$ cat config.mk
export PLATFORM = sky130hd
export DESIGN_NAME = pill_alarm_seq
export DESIGN_NICKNAME = d
export VERILOG_FILES = /design/src/rtl/pill_alarm_seq.sv
export SDC_FILE = /design/constraint.sdc
export NUM_CORES = 1
export LEC_CHECK = 0
export ABC_AREA = 0
export CORE_ASPECT_RATIO = 0.5
export CORE_MARGIN = 3
export CORE_UTILIZATION = 55
export CTS_CLUSTER_SIZE = 14
export DETAILED_ROUTE_END_ITERATION = 8
export PLACE_DENSITY = 0.72
export SYNTH_ARGS = -nofsm -noshare
export SYNTH_HDL_FRONTEND = slang
export SYNTH_SLANG_ARGS = --single-unit
$ cat constraint.sdc
create_clock -name clk -period 6.2 [get_ports clk]
set_input_delay 1.24 -clock clk [delete_from_list [all_inputs] [get_ports clk]]
set_output_delay 1.24 -clock clk [all_outputs]
set_load 0.02 [all_outputs]
$ cat src/rtl/pill_alarm_seq.sv
// pill_alarm_seq: multi-compartment pill reminder sequencer.
// Rising edges on req[] latch per-channel alarm requests. Requests are served one
// at a time, lowest index first. Each burst is (ch+1) beeps, and a burst repeats
// REPEATS times with a silent gap between bursts. ack ends the served alarm early
// and pulses acked. An alarm that runs out without ack pulses missed.
// Optional feature macro: ALARM_ESCALATE_EN. When it is defined, the gaps shrink
// geometrically and the final burst sounds at twice the pitch.
// Ports:
//   clk, rst          clock, asynchronous active-high reset
//   req[N_CH]         per-channel alarm request (rising-edge sensitive)
//   ack               user acknowledge (level)
//   beep              buzzer drive (tone gated by envelope)
//   beep_env          envelope, high during pulse-on
//   active            an alarm is being sequenced
//   active_ch[CW]     index of served channel, 0 when idle
//   acked, missed     one-cycle end-of-alarm pulses
module pill_alarm_seq #(
    parameter int unsigned N_CH         = 4,
    parameter int unsigned PULSE_CYCLES = 20_000_000,
    parameter int unsigned GAP_CYCLES   = 500_000_000,
    parameter int unsigned REPEATS      = 3,
    parameter int unsigned TONE_DIV     = 25_000,
    localparam int unsigned CW          = (N_CH > 1) ? $clog2(N_CH) : 1
) (
    input  logic            clk,
    input  logic            rst,
    input  logic [N_CH-1:0] req,
    input  logic            ack,
    output logic            beep,
    output logic            beep_env,
    output logic            active,
    output logic [CW-1:0]   active_ch,
    output logic            acked,
    output logic            missed
);

    localparam int unsigned RW = (REPEATS > 1) ? $clog2(REPEATS) : 1;
    localparam logic [31:0] PULSE_LAST = 32'(PULSE_CYCLES - 1);
    localparam logic [RW-1:0] REP_LAST = RW'(REPEATS - 1);

    typedef enum logic [1:0] {
        S_IDLE      = 2'd0,
        S_PULSE_ON  = 2'd1,
        S_PULSE_OFF = 2'd2,
        S_GAP       = 2'd3
    } state_e;

    state_e          state_q, state_d;
    logic [31:0]     cnt_q, cnt_d;
    logic [CW-1:0]   pulse_idx_q, pulse_idx_d;
    logic [RW-1:0]   rep_q, rep_d;
    logic [CW-1:0]   ch_q, ch_d;
    logic [N_CH-1:0] pending_q, pending_d;
    logic [N_CH-1:0] req_prev_q;
    logic            tone_q, tone_d;
    logic [31:0]     tone_cnt_q, tone_cnt_d;
    logic            beep_q, beep_d;
    logic            env_q, env_d;
    logic            active_q, active_d;
    logic            acked_q, acked_d;
    logic            missed_q, missed_d;

    logic [N_CH-1:0] rise;
    logic [N_CH-1:0] grant_mask;
    logic            grant_found;
    logic [CW-1:0]   grant_idx;
    logic [31:0]     gap_len;
    logic [31:0]     tone_div_eff;

    // Gap length and tone divider for the current repeat index
    always_comb begin
        gap_len      = 32'(GAP_CYCLES);
        tone_div_eff = 32'(TONE_DIV);
`ifdef ALARM_ESCALATE_EN
        // rep_q already names the upcoming burst while in GAP, so it is >= 1 there
        if (rep_q != RW'(0)) begin
            gap_len = 32'(GAP_CYCLES) >> (rep_q - RW'(1));
        end
        if (gap_len < 32'(PULSE_CYCLES)) begin
            gap_len = 32'(PULSE_CYCLES);
        end
        if (rep_q == REP_LAST) begin
            tone_div_eff = 32'(TONE_DIV / 2);
        end
`endif
    end

    // Lowest pending channel wins the grant
    always_comb begin
        grant_found = 1'b0;
        grant_idx   = '0;
        for (int i = 0; i < int'(N_CH); i++) begin
            if (pending_q[i] && !grant_found) begin
                grant_found = 1'b1;
                grant_idx   = CW'(i);
            end
        end
    end

    // State register
    always_ff @(posedge clk or posedge rst) begin
        if (rst) begin
            state_q <= S_IDLE;
        end else begin
            state_q <= state_d;
        end
    end

    // Next-state and sequencing counters
    always_comb begin
        state_d     = state_q;
        cnt_d       = cnt_q + 32'd1;
        pulse_idx_d = pulse_idx_q;
        rep_d       = rep_q;
        ch_d        = ch_q;
        acked_d     = 1'b0;
        missed_d    = 1'b0;
        grant_mask  = '0;

        // A re-press on the channel being served is dropped rather than re-queued
        rise = req & ~req_prev_q;
        if (state_q != S_IDLE) begin
            rise = rise & ~(N_CH'(1) << ch_q);
        end

        unique case (state_q)
            S_IDLE: begin
                cnt_d = '0;
                if (grant_found) begin
                    state_d     = S_PULSE_ON;
                    ch_d        = grant_idx;
                    pulse_idx_d = '0;
                    rep_d       = '0;
                    grant_mask  = N_CH'(1) << grant_idx;
                end
            end
            S_PULSE_ON: begin
                if (cnt_q == PULSE_LAST) begin
                    state_d = S_PULSE_OFF;
                    cnt_d   = '0;
                end
            end
            S_PULSE_OFF: begin
                if (cnt_q == PULSE_LAST) begin
                    cnt_d = '0;
                    if (pulse_idx_q < ch_q) begin
                        pulse_idx_d = pulse_idx_q + CW'(1);
                        state_d     = S_PULSE_ON;
                    end else if (rep_q == REP_LAST) begin
                        state_d  = S_IDLE;
                        missed_d = 1'b1;
                        ch_d     = '0;
                    end else begin
                        rep_d   = rep_q + RW'(1);
                        state_d = S_GAP;
                    end
                end
            end
            S_GAP: begin
                if (cnt_q == gap_len - 32'd1) begin
                    state_d     = S_PULSE_ON;
                    pulse_idx_d = '0;
                    cnt_d       = '0;
                end
            end
            default: begin
                state_d = S_IDLE;
                cnt_d   = '0;
            end
        endcase

        // Acknowledge wins over any same-cycle transition, including the missed end
        if (ack && (state_q != S_IDLE)) begin
            state_d  = S_IDLE;
            cnt_d    = '0;
            ch_d     = '0;
            acked_d  = 1'b1;
            missed_d = 1'b0;
        end

        pending_d = (pending_q | rise) & ~grant_mask;
    end

    // Output decode and tone generator, registered below
    always_comb begin
        tone_d     = tone_q;
        tone_cnt_d = tone_cnt_q;
        if ((state_d == S_PULSE_ON) && (state_q != S_PULSE_ON)) begin
            tone_d     = 1'b1;
            tone_cnt_d = '0;
        end else if (state_q == S_PULSE_ON) begin
            if (tone_div_eff == 32'd0) begin
                tone_d = 1'b1;
            end else if (tone_cnt_q == tone_div_eff - 32'd1) begin
                tone_d     = ~tone_q;
                tone_cnt_d = '0;
            end else begin
                tone_cnt_d = tone_cnt_q + 32'd1;
            end
        end
        env_d    = (state_d == S_PULSE_ON);
        active_d = (state_d != S_IDLE);
        beep_d   = env_d & tone_d;
    end

    // Datapath and output registers
    always_ff @(posedge clk or posedge rst) begin
        if (rst) begin
            cnt_q       <= '0;
            pulse_idx_q <= '0;
            rep_q       <= '0;
            ch_q        <= '0;
            pending_q   <= '0;
            req_prev_q  <= '0;
            tone_q      <= 1'b0;
            tone_cnt_q  <= '0;
            beep_q      <= 1'b0;
            env_q       <= 1'b0;
            active_q    <= 1'b0;
            acked_q     <= 1'b0;
            missed_q    <= 1'b0;
        end else begin
            cnt_q       <= cnt_d;
            pulse_idx_q <= pulse_idx_d;
            rep_q       <= rep_d;
            ch_q        <= ch_d;
            pending_q   <= pending_d;
            req_prev_q  <= req;
            tone_q      <= tone_d;
            tone_cnt_q  <= tone_cnt_d;
            beep_q      <= beep_d;
            env_q       <= env_d;
            active_q    <= active_d;
            acked_q     <= acked_d;
            missed_q    <= missed_d;
        end
    end

    assign beep      = beep_q;
    assign beep_env  = env_q;
    assign active    = active_q;
    assign active_ch = ch_q;
    assign acked     = acked_q;
    assign missed    = missed_q;

endmodule

==> impl_metrics.json, run 1 <==
{
  "fmax_mhz": 300,
  "finalSetupViolCount": 0,
  "netlist-cell-type-count": 63,
  "clk_pin_slew_ns": 0.06,
  "ctsResizeCount": 0,
  "route.vias.total": 3932,
  "routed_wl_um": 10200,
  "cap_violations": 0,
  "gp_congestion": 0.848,
  "synth_cells": 532,
  "syn-num-nets": 549,
  "viasPerCell": 5.98,
  "pin_count": 14,
  "power.leakage_nw": 2.18,
  "critPathLaunchType": "flip-flop",
  "place_hpwl_um": 6660,
  "reg2reg_to": "tone_q$_DFF_PP0_",
  "fin_skew_ns": 0.00650,
  "end_kind": "flip-flop",
  "nets": 557,
  "status": "completed",
  "layout_common_cells": "86 x dfrtp_1, 65 x nor2_1, 48 x nand2_1",
  "synth_edf_count": 0,
  "cts_tree": "yes",
  "hold_buffers": 0,
  "grt_max_degree": 46,
  "die_y_um": 72.3,
  "post_cts_buffers": 0,
  "cp_data_arrival_time_ns": 3.56,
  "synth_ff_type": "dfrtp_1",
  "cts-root-buf": "clkbuf_16",
  "vdd_drop_max_v": 0.000157,
  "synthArstFlopShare_pct": 100,
  "setup_tns_ns": 0,
  "reg2reg_from": "state_q[1]$_DFF_PP0_",
  "fill_cells": 686,
  "clk_latency_ns": 0.34,
  "antenna_found_initial": 0,
  "drv_slew": 0,
  "period_share_pct": 53.8,
  "avgSynthCellArea_um2": 9.10,
  "die_w_um": 139,
  "dieArea_um2": 10000,
  "grt_pass1_vias": 3651,
  "synth.yosys.seq_area_share_pct": 44.5,
  "grt-ovfl-total": 0,
  "synthToLayoutAreaGrowth_pct": 11.2,
  "hold_path_class": "flip-flop to flip-flop",
  "power.density_nw_per_um2": 328,
  "grt_pass1_wl_um": 17200,
  "rows": 23,
  "hold_path.startpoint": "req_prev_q[1]$_DFF_PP0_",
  "slowest_delay_ns": 0.54,
  "ys_seq_elements": 86,
  "drtIter0Drc": 381,
  "netlist_area_um2": 4840,
  "hold_viol": 0,
  "cp-startpoint": "state_q[1]$_DFF_PP0_",
  "crit_type": "flip-flop to flip-flop",
  "clock_sinks": 86,
  "coreArea_um2": 8260,
  "cp_max_fo": 21,
  "crit_chain": "inv_1 -> ha_1 -> or3b_1 -> nor3_1 -> o21ai_0 -> o221ai_4 -> nor3_2 -> buf_4 -> o31a_1",
  "final_common_cell": "dfrtp_1",
  "rsz0062_at_grt": "false",
  "dr.pass1.iters": 5,
  "drive_above_1_share_pct": 6.42,
  "portBuffers": 13,
  "crit_end": "tone_q$_DFF_PP0_",
  "htreeDepth": 3,
  "worst_pin_slew_ns": 1.08,
  "cp_data_required_time_ns": 6.43,
  "grt_usage_pct": 21.1,
  "p_total_mw": 1.77,
  "numCtsBuffers": 9,
  "ys_warn_count": 0,
  "antenna_cells": 0,
  "avgRoutedWirePerCell_um": 15.5,
  "cp_slowest_cell": "nor3_1",
  "detail-route-antenna-nets": 0,
  "ff2ff_path_depth": 9,
  "ctsLongestPathBuffers": 2,
  "max-slew-margin-rel_pct": 27.7,
  "r2r_slack_ns": 2.86,
  "final.min_clock_period_ns": 3.34,
  "drc_errors": 0,
  "start_util_pct": 58.6
}
==> sequential cells by signal, summed over array words and instances, names as in the netlist <==
register / count
active_ch: 2
req_prev_q: 4
rep_q: 2
active: 1
tone_cnt_q: 32
beep_env: 1
missed: 1
beep: 1
acked: 1
state_q: 2
pending_q: 4
cnt_q: 32
pulse_idx_q: 2
tone_q: 1
==> area by class of cell <==
cell class | count | area, µm² | area share, %
repair buffers | 17 | 160 | 2.97
multi-input cells | 400 | 2510 | 46.6
clock buffers | 10 | 239 | 4.44
well taps | 112 | 140 | 2.60
clock inverters | 6 | 85.1 | 1.58
flip-flops and latches | 86 | 2150 | 40.0
inverters | 26 | 98.8 | 1.84
==> metrics by stage <==
step | setup WS (ns) | hold slack (ns) | cell area, µm² | utilization (%) | instances
global placement | 2.75 | 0.424 | 5060 | 61.3 | 641
CTS | 2.87 | 0.425 | 5390 | 65.2 | 657
detailed placement | 2.71 | 0.420 | 5060 | 61.3 | 641
finish | 2.86 | 0.423 | 5390 | 65.2 | 657
global route | 2.65 | 0.436 | 5390 | 65.2 | 657
floorplan | 2.74 | 0.409 | 4840 | - | 532
==> synthesized netlist by cell type, types with 12 or more instances <==
cell      instances  area, µm²
dfrtp_1          86       2150
inv_1            26       97.6
nand2_1          48        180
xor2_1           20        175
and3_1           16        100
o21ai_0          22        110
a21oi_1          21        105
clkbuf_1         15       56.3
nor3_1           15       75.1
a31oi_1          12       75.1
nand3_1          26        130
nand4_1          18        113
xnor2_1          21        184
nor2_1           65        244
==> how the worst min path moves through the flow <==
stage                             endpoint  slack [ns]  cells past startpoint
floorplan           pending_q[1]$_DFF_PP0_        0.41                      1
global placement    pending_q[1]$_DFF_PP0_        0.42                      1
detailed placement  pending_q[1]$_DFF_PP0_        0.42                      1
CTS                 pending_q[1]$_DFF_PP0_        0.42                      1
global route        pending_q[1]$_DFF_PP0_        0.44                      1
finish              pending_q[1]$_DFF_PP0_        0.42                      1
==> power by group <==
group	total, mW	internal, mW	switching (mW)
sequential	0.658	0.612	0.0465
clock	0.582	0.362	0.220
combinational	0.527	0.174	0.353
==> worst max-delay path, delay by kind of cell, from the launching register on <==
kind                     cells  cell delay (ns)
AND/OR/NAND/NOR              3             1.07
AO/OA/AOI/OAI                3             0.86
buffers and inverters        2             0.37
adder cells (fa/ha/maj)      1             0.44
flip-flops                   1             0.45
==> logic make-up (layout without fill, tap and decap cells) <==
kind of cell / count (synthesis) / count (layout) / share of synthesized area (%)
xor gates and xnor gates: 41 / 41 / 7.42
DFF: 86 / 86 / 44.5
AOI/OAI and AO/OA: 111 / 111 / 16.1
muxes: 2 / 2 / 0.491
adders and majority gates: 10 / 10 / 2.58
buffers and inverters: 46 / 59 / 3.77
and+or+nand+nor: 236 / 236 / 25.2
==> per-layer routing <==
layer  global-route usage [%]  vias to the layer above  part of all wire, %
met4                     6.62                        0                 0.86
met2                     35.4                       65                   46
met5                        0                        -                    0
met3                     5.07                        9                  3.5
met1                     27.8                     1917                   49
li1                         -                     1941                    -
Note: power is estimated with default switching activity, not from simulation.
==> run 2: changes to the inputs <==
==> constraint.sdc (replaced) <==
create_clock -name clk -period 3.47 [get_ports clk]
set_input_delay 0.694 -clock clk [delete_from_list [all_inputs] [get_ports clk]]
set_output_delay 0.694 -clock clk [all_outputs]
set_load 0.02 [all_outputs]
==> impl_metrics.json, run 2 (synthesis results as in run 1) <==
{
  "grt_pass1_wl_um": 18600,
  "clk_latency_ns": 0.34,
  "cp_max_fo": 14,
  "worst_pin_slew_ns": 0.750,
  "cp_data_arrival_time_ns": 3.11,
  "fin_util_pct": 65.6,
  "nets": 569,
  "start_util_pct": 58.6,
  "viasPerCell": 5.96,
  "r2r_slack_ns": 0.57,
  "routed_wl_um": 10400,
  "final.min_clock_period_ns": 2.90,
  "setup_tns_ns": 0,
  "reg2reg_to": "tone_cnt_q[12]$_DFFE_PP0P_",
  "ctsResizeCount": 0,
  "power.density_nw_per_um2": 563,
  "hold_buffers": 0,
  "die_w_um": 139,
  "route.vias.total": 3972,
  "hold_slack_ns": 0.437,
  "power.leakage_nw": 2.22,
  "ff2ff_path_depth": 9,
  "layout_common_cells": "86 x dfrtp_1, 65 x nor2_1, 48 x nand2_1",
  "status": "completed",
  "antenna_cells": 0,
  "grt-ovfl-total": 0,
  "antenna_found_initial": 0,
  "cts-root-buf": "clkbuf_16",
  "fill_cells": 685,
  "pin_count": 14,
  "portBuffers": 13,
  "clock_sinks": 86,
  "grt_usage_pct": 22.7,
  "place_hpwl_um": 7030,
  "finalSetupViolCount": 0,
  "period_share_pct": 83.6,
  "dr.pass1.iters": 4,
  "htreeDepth": 3,
  "grt_pass1_vias": 3880,
  "rows": 23,
  "dpl.cell_count": 653,
  "hold_path_class": "flip-flop to flip-flop",
  "post_cts_buffers": 0,
  "hold_viol": 0,
  "cap_violations": 0,
  "crit_end": "tone_cnt_q[12]$_DFFE_PP0P_",
  "vdd_drop_max_v": 0.000283,
  "detail-route-antenna-nets": 0,
  "reg2reg_from": "state_q[1]$_DFF_PP0_",
  "clk_pin_slew_ns": 0.06,
  "cp-startpoint": "state_q[1]$_DFF_PP0_",
  "avgRoutedWirePerCell_um": 15.6,
  "crit_type": "flip-flop to flip-flop",
  "p_total_mw": 3.05,
  "die_y_um": 72.3,
  "ctsLongestPathBuffers": 2,
  "gp_congestion": 0.850,
  "final_common_cell": "dfrtp_1",
  "synthToLayoutAreaGrowth_pct": 11.9,
  "rsz0062_at_grt": "false",
  "fmax_mhz": 345,
  "end_kind": "flip-flop",
  "coreArea_um2": 8260,
  "grt_max_degree": 45,
  "reg_top3": "cnt_q x32, tone_cnt_q x32",
  "drive_above_1_share_pct": 7.57,
  "cp_data_required_time_ns": 3.68,
  "critPathLaunchType": "flip-flop",
  "drc_errors": 0,
  "max-slew-margin-rel_pct": 50.0,
  "drtIter0Drc": 239,
  "numCtsBuffers": 9,
  "fin_skew_ns": 0.00649,
  "drv_slew": 0,
  "fin_cells": 667,
  "dieArea_um2": 10000,
  "cts_tree": "yes"
}
-- run 2: cell count changes in the layout (fill, tap and decap cells not counted), sizes merged --
cell,before,now
buf,4,16
bufinv,2,0
clkbuf,10,12
clkinvlp,2,0
-- run 2: final cells by class --
class	instances	area [µm²]	area share (%)
Multi-Input combinational cell	400	2510	46.3
Clock inverter	2	10.0	0.185
Timing Repair Buffer	29	263	4.85
Tap cell	112	140	2.59
Inverter	26	98.8	1.82
Clock buffer	12	246	4.55
Sequential cell	86	2150	39.7
-- run 2: stage by stage --
step	area (µm²)	setup slack, ns
floorplan	4840	0.554
global placement	5160	0.673
detailed placement	5160	0.567
CTS	5420	0.548
global route	5420	0.343
finish	5420	0.569
-- run 2: worst min-delay path by stage --
stage / endpoint / start / slack [ns] / cells after the start
floorplan: pending_q[1]$_DFF_PP0_ / req_prev_q[1]$_DFF_PP0_ / 0.41 / 1
global placement: pending_q[1]$_DFF_PP0_ / req_prev_q[1]$_DFF_PP0_ / 0.43 / 1
detailed placement: pending_q[1]$_DFF_PP0_ / req_prev_q[1]$_DFF_PP0_ / 0.44 / 1
CTS: pending_q[1]$_DFF_PP0_ / req_prev_q[1]$_DFF_PP0_ / 0.45 / 1
global route: pending_q[1]$_DFF_PP0_ / req_prev_q[1]$_DFF_PP0_ / 0.45 / 1
finish: pending_q[1]$_DFF_PP0_ / req_prev_q[1]$_DFF_PP0_ / 0.44 / 1
-- run 2: worst max-delay path, stage by stage (launching register included) --
cell and delay (ns):
dfrtp_1 0.44, inv_1 0.11, ha_1 0.20, or3b_1 0.22, nor3_1 0.13, nor4_1 0.46, o221ai_4 0.17, nor3_2 0.58
buf_4 0.34, a31oi_1 0.12
-- run 2: routing by layer --
metal | global-route usage, % | vias to the layer above | wire length [µm]
met3 | 5.40 | 14 | 368
met1 | 30.6 | 1929 | 5100
li1 | - | 1956 | -
met4 | 6.29 | 0 | 133
met5 | 0 | - | 0
met2 | 37.6 | 73 | 4800
-- run 2: power by group --
part / internal, mW / switching [mW]
logic: 0.362 / 0.649
registers: 1.09 / 0.0847
clock network: 0.494 / 0.368
total: 1.95 / 1.10
==> run 3: changes to the inputs <==
--- a/config.mk
+++ b/config.mk
@@ -11,7 +11,7 @@
 export CORE_UTILIZATION = 55
 export CTS_CLUSTER_SIZE = 14
 export DETAILED_ROUTE_END_ITERATION = 8
-export PLACE_DENSITY = 0.72
+export PLACE_DENSITY = 0.75
 export SYNTH_ARGS = -nofsm -noshare
 export SYNTH_HDL_FRONTEND = slang
 export SYNTH_SLANG_ARGS = --single-unit
==> constraint.sdc (replaced) <==
create_clock -name clk -period 2.43 [get_ports clk]
set_input_delay 0.486 -clock clk [delete_from_list [all_inputs] [get_ports clk]]
set_output_delay 0.486 -clock clk [all_outputs]
set_load 0.02 [all_outputs]
==> impl_metrics.json, run 3 (synthesis results as in run 1) <==
{
  "status": "complete, but fails checks",
  "violations": "negative setup slack",
  "cp_slowest_cell": "or4_1",
  "r2r_slack_ns": -0.01,
  "grt_usage_pct": 22.9,
  "antenna_cells": 0,
  "place_ws_ns": -0.107,
  "final_common_cell": "dfrtp_1",
  "coreArea_um2": 8260,
  "dieArea_um2": 10000,
  "vdd_drop_max_v": 0.000529,
  "pin_count": 14,
  "clk_latency_ns": 0.34,
  "portBuffers": 13,
  "detail-route-antenna-nets": 0,
  "clock_sinks": 86,
  "clk_pin_slew_ns": 0.06,
  "viasPerCell": 5.95,
  "grt_pass1_wl_um": 18800,
  "cp_num_buf_inv": 2,
  "min_to": "pending_q[1]$_DFF_PP0_",
  "avgRoutedWirePerCell_um": 16.3,
  "pwr-share-seq_pct": 34.2,
  "dr.pass1.iters": 4,
  "drive_above_1_share_pct": 17.5,
  "ctsLongestPathBuffers": 2,
  "hold_buffers": 0,
  "place_hpwl_um": 7400,
  "rows": 23,
  "p_sw_share_pct": 35.0,
  "finalSetupViolCount": 3,
  "placed_area_um2": 5400,
  "die_w_um": 139,
  "hold_path.startpoint": "req_prev_q[1]$_DFF_PP0_",
  "power.leakage_nw": 2.50,
  "reg_top3": "cnt_q x32, tone_cnt_q x32",
  "grt-ovfl-total": 0,
  "crit_family": "compound AO/OA/AOI/OAI gates",
  "route.vias.total": 4209,
  "worst_pin_slew_ns": 0.485,
  "crit_type": "flip-flop to flip-flop",
  "cts_tree": "yes",
  "cp_max_fo": 7,
  "reg2reg_to": "tone_cnt_q[18]$_DFFE_PP0P_",
  "drc_errors": 0,
  "start_util_pct": 58.6,
  "p_total_mw": 4.96,
  "power_frac_comb_pct": 35.7,
  "holdPathStages": 1,
  "drtIter0Drc": 306,
  "dpl.cell_count": 681,
  "max-slew-margin-rel_pct": 67.4,
  "fin_util_pct": 72.3,
  "rsz0062_at_grt": "true",
  "period_share_pct": 100,
  "fin_cells": 707,
  "ff2ff_path_depth": 8,
  "gp_congestion": 0.861,
  "final.min_clock_period_ns": 2.44,
  "grt_pass1_vias": 4041,
  "cp_data_required_time_ns": 2.64,
  "layout_setup_ws_ns": -0.0111,
  "drv_slew": 0,
  "layout_common_cells": "85 x dfrtp_1, 65 x nor2_1, 49 x buf_4",
  "htreeDepth": 3,
  "cp_data_arrival_time_ns": 2.66,
  "numCtsBuffers": 9,
  "reg2reg_from": "cnt_q[20]$_DFF_PP0_",
  "antenna_found_initial": 0,
  "critPathLaunchType": "flip-flop",
  "slowest_delay_ns": 0.54,
  "fin_skew_ns": 0.00480,
  "synthToLayoutAreaGrowth_pct": 23.3,
  "hold_path_class": "flip-flop to flip-flop",
  "fill_cells": 593,
  "cts-root-buf": "clkbuf_16",
  "grt_max_degree": 87,
  "power.density_nw_per_um2": 831,
  "final_area_um2": 5970,
  "end_kind": "flip-flop",
  "routed_wl_um": 11500,
  "p_sw_mw": 1.74,
  "setup_tns_ns": -0.0155,
  "power.share.clock_pct": 30.2,
  "die_y_um": 72.3,
  "p_int_mw": 3.22,
  "hold_viol": 0,
  "hold_slack_ns": 0.433,
  "cap_violations": 0,
  "crit_chain": "nand4bb_1 -> or4_1 -> o31ai_2 -> o21ai_2 -> buf_4 -> o31ai_4 -> buf_12 -> a31oi_4",
  "nets": 608,
  "fmax_mhz": 410
}
==> run 3: worst max path at each step <==
stage	from	end	slack, ns	depth (start not counted)
floorplan	state_q[1]$_DFF_PP0_	tone_cnt_q[2]$_DFFE_PP0P_	0.03	9
global placement	cnt_q[9]$_DFF_PP0_	tone_cnt_q[11]$_DFFE_PP0P_	-0.03	8
detailed placement	state_q[1]$_DFF_PP0_	tone_cnt_q[18]$_DFFE_PP0P_	-0.11	9
CTS	state_q[1]$_DFF_PP0_	tone_cnt_q[18]$_DFFE_PP0P_	-0.02	10
global route	cnt_q[23]$_DFF_PP0_	tone_cnt_q[30]$_DFFE_PP0P_	-0.12	9
finish	cnt_q[20]$_DFF_PP0_	tone_cnt_q[18]$_DFFE_PP0P_	-0.01	8
==> run 3: routing by layer <==
layer / vias up / wire, µm / global-route usage [%]
li1: 2048 / - / -
met1: 2051 / 5320 / 30.0
met2: 92 / 5540 / 38.6
met3: 18 / 474 / 5.86
met4: 0 / 156 / 6.62
met5: - / 0 / 0
==> run 3: layout make-up <==
cell class                 instances  area, µm²  share of cell area, %
clock buffer                      12        256                   4.30
inverter                          26        101                   1.70
clock inverter                     3       67.6                   1.13
timing repair buffer              68        601                   10.1
multi-input combinational        400       2650                   44.4
sequential                        86       2150                   36.1
tap                              112        140                   2.35
==> run 3: power groups by stage <==
stage / clock (mW) / sequential (mW) / combinational (mW)
after floorplan: 0 / 1.74 / 0.938
after global placement: 0 / 1.70 / 1.52
after detailed placement: 0 / 1.70 / 1.56
after CTS: 1.52 / 1.69 / 1.63
after global routing: 1.58 / 1.71 / 1.91
final: 1.50 / 1.69 / 1.77
==> run 3: worst register-to-register path: stages, from the launching register on <==
cell,delay [ns]
dfrtp_1,0.40
nand4bb_1,0.17
or4_1,0.54
o31ai_2,0.33
o21ai_2,0.13
buf_4,0.19
o31ai_4,0.31
buf_12,0.17
a31oi_4,0.08
==> run 3: what timing repair did <==
| item | in CTS | in global routing |
|---|---|---|
| setup buffers | 4 | 8 |
| setup endpoints to repair | 24 | 73 |
| resized for setup | 5 | 27 |
| pin swaps | 2 | 11 |
| cloned | 0 | 0 |
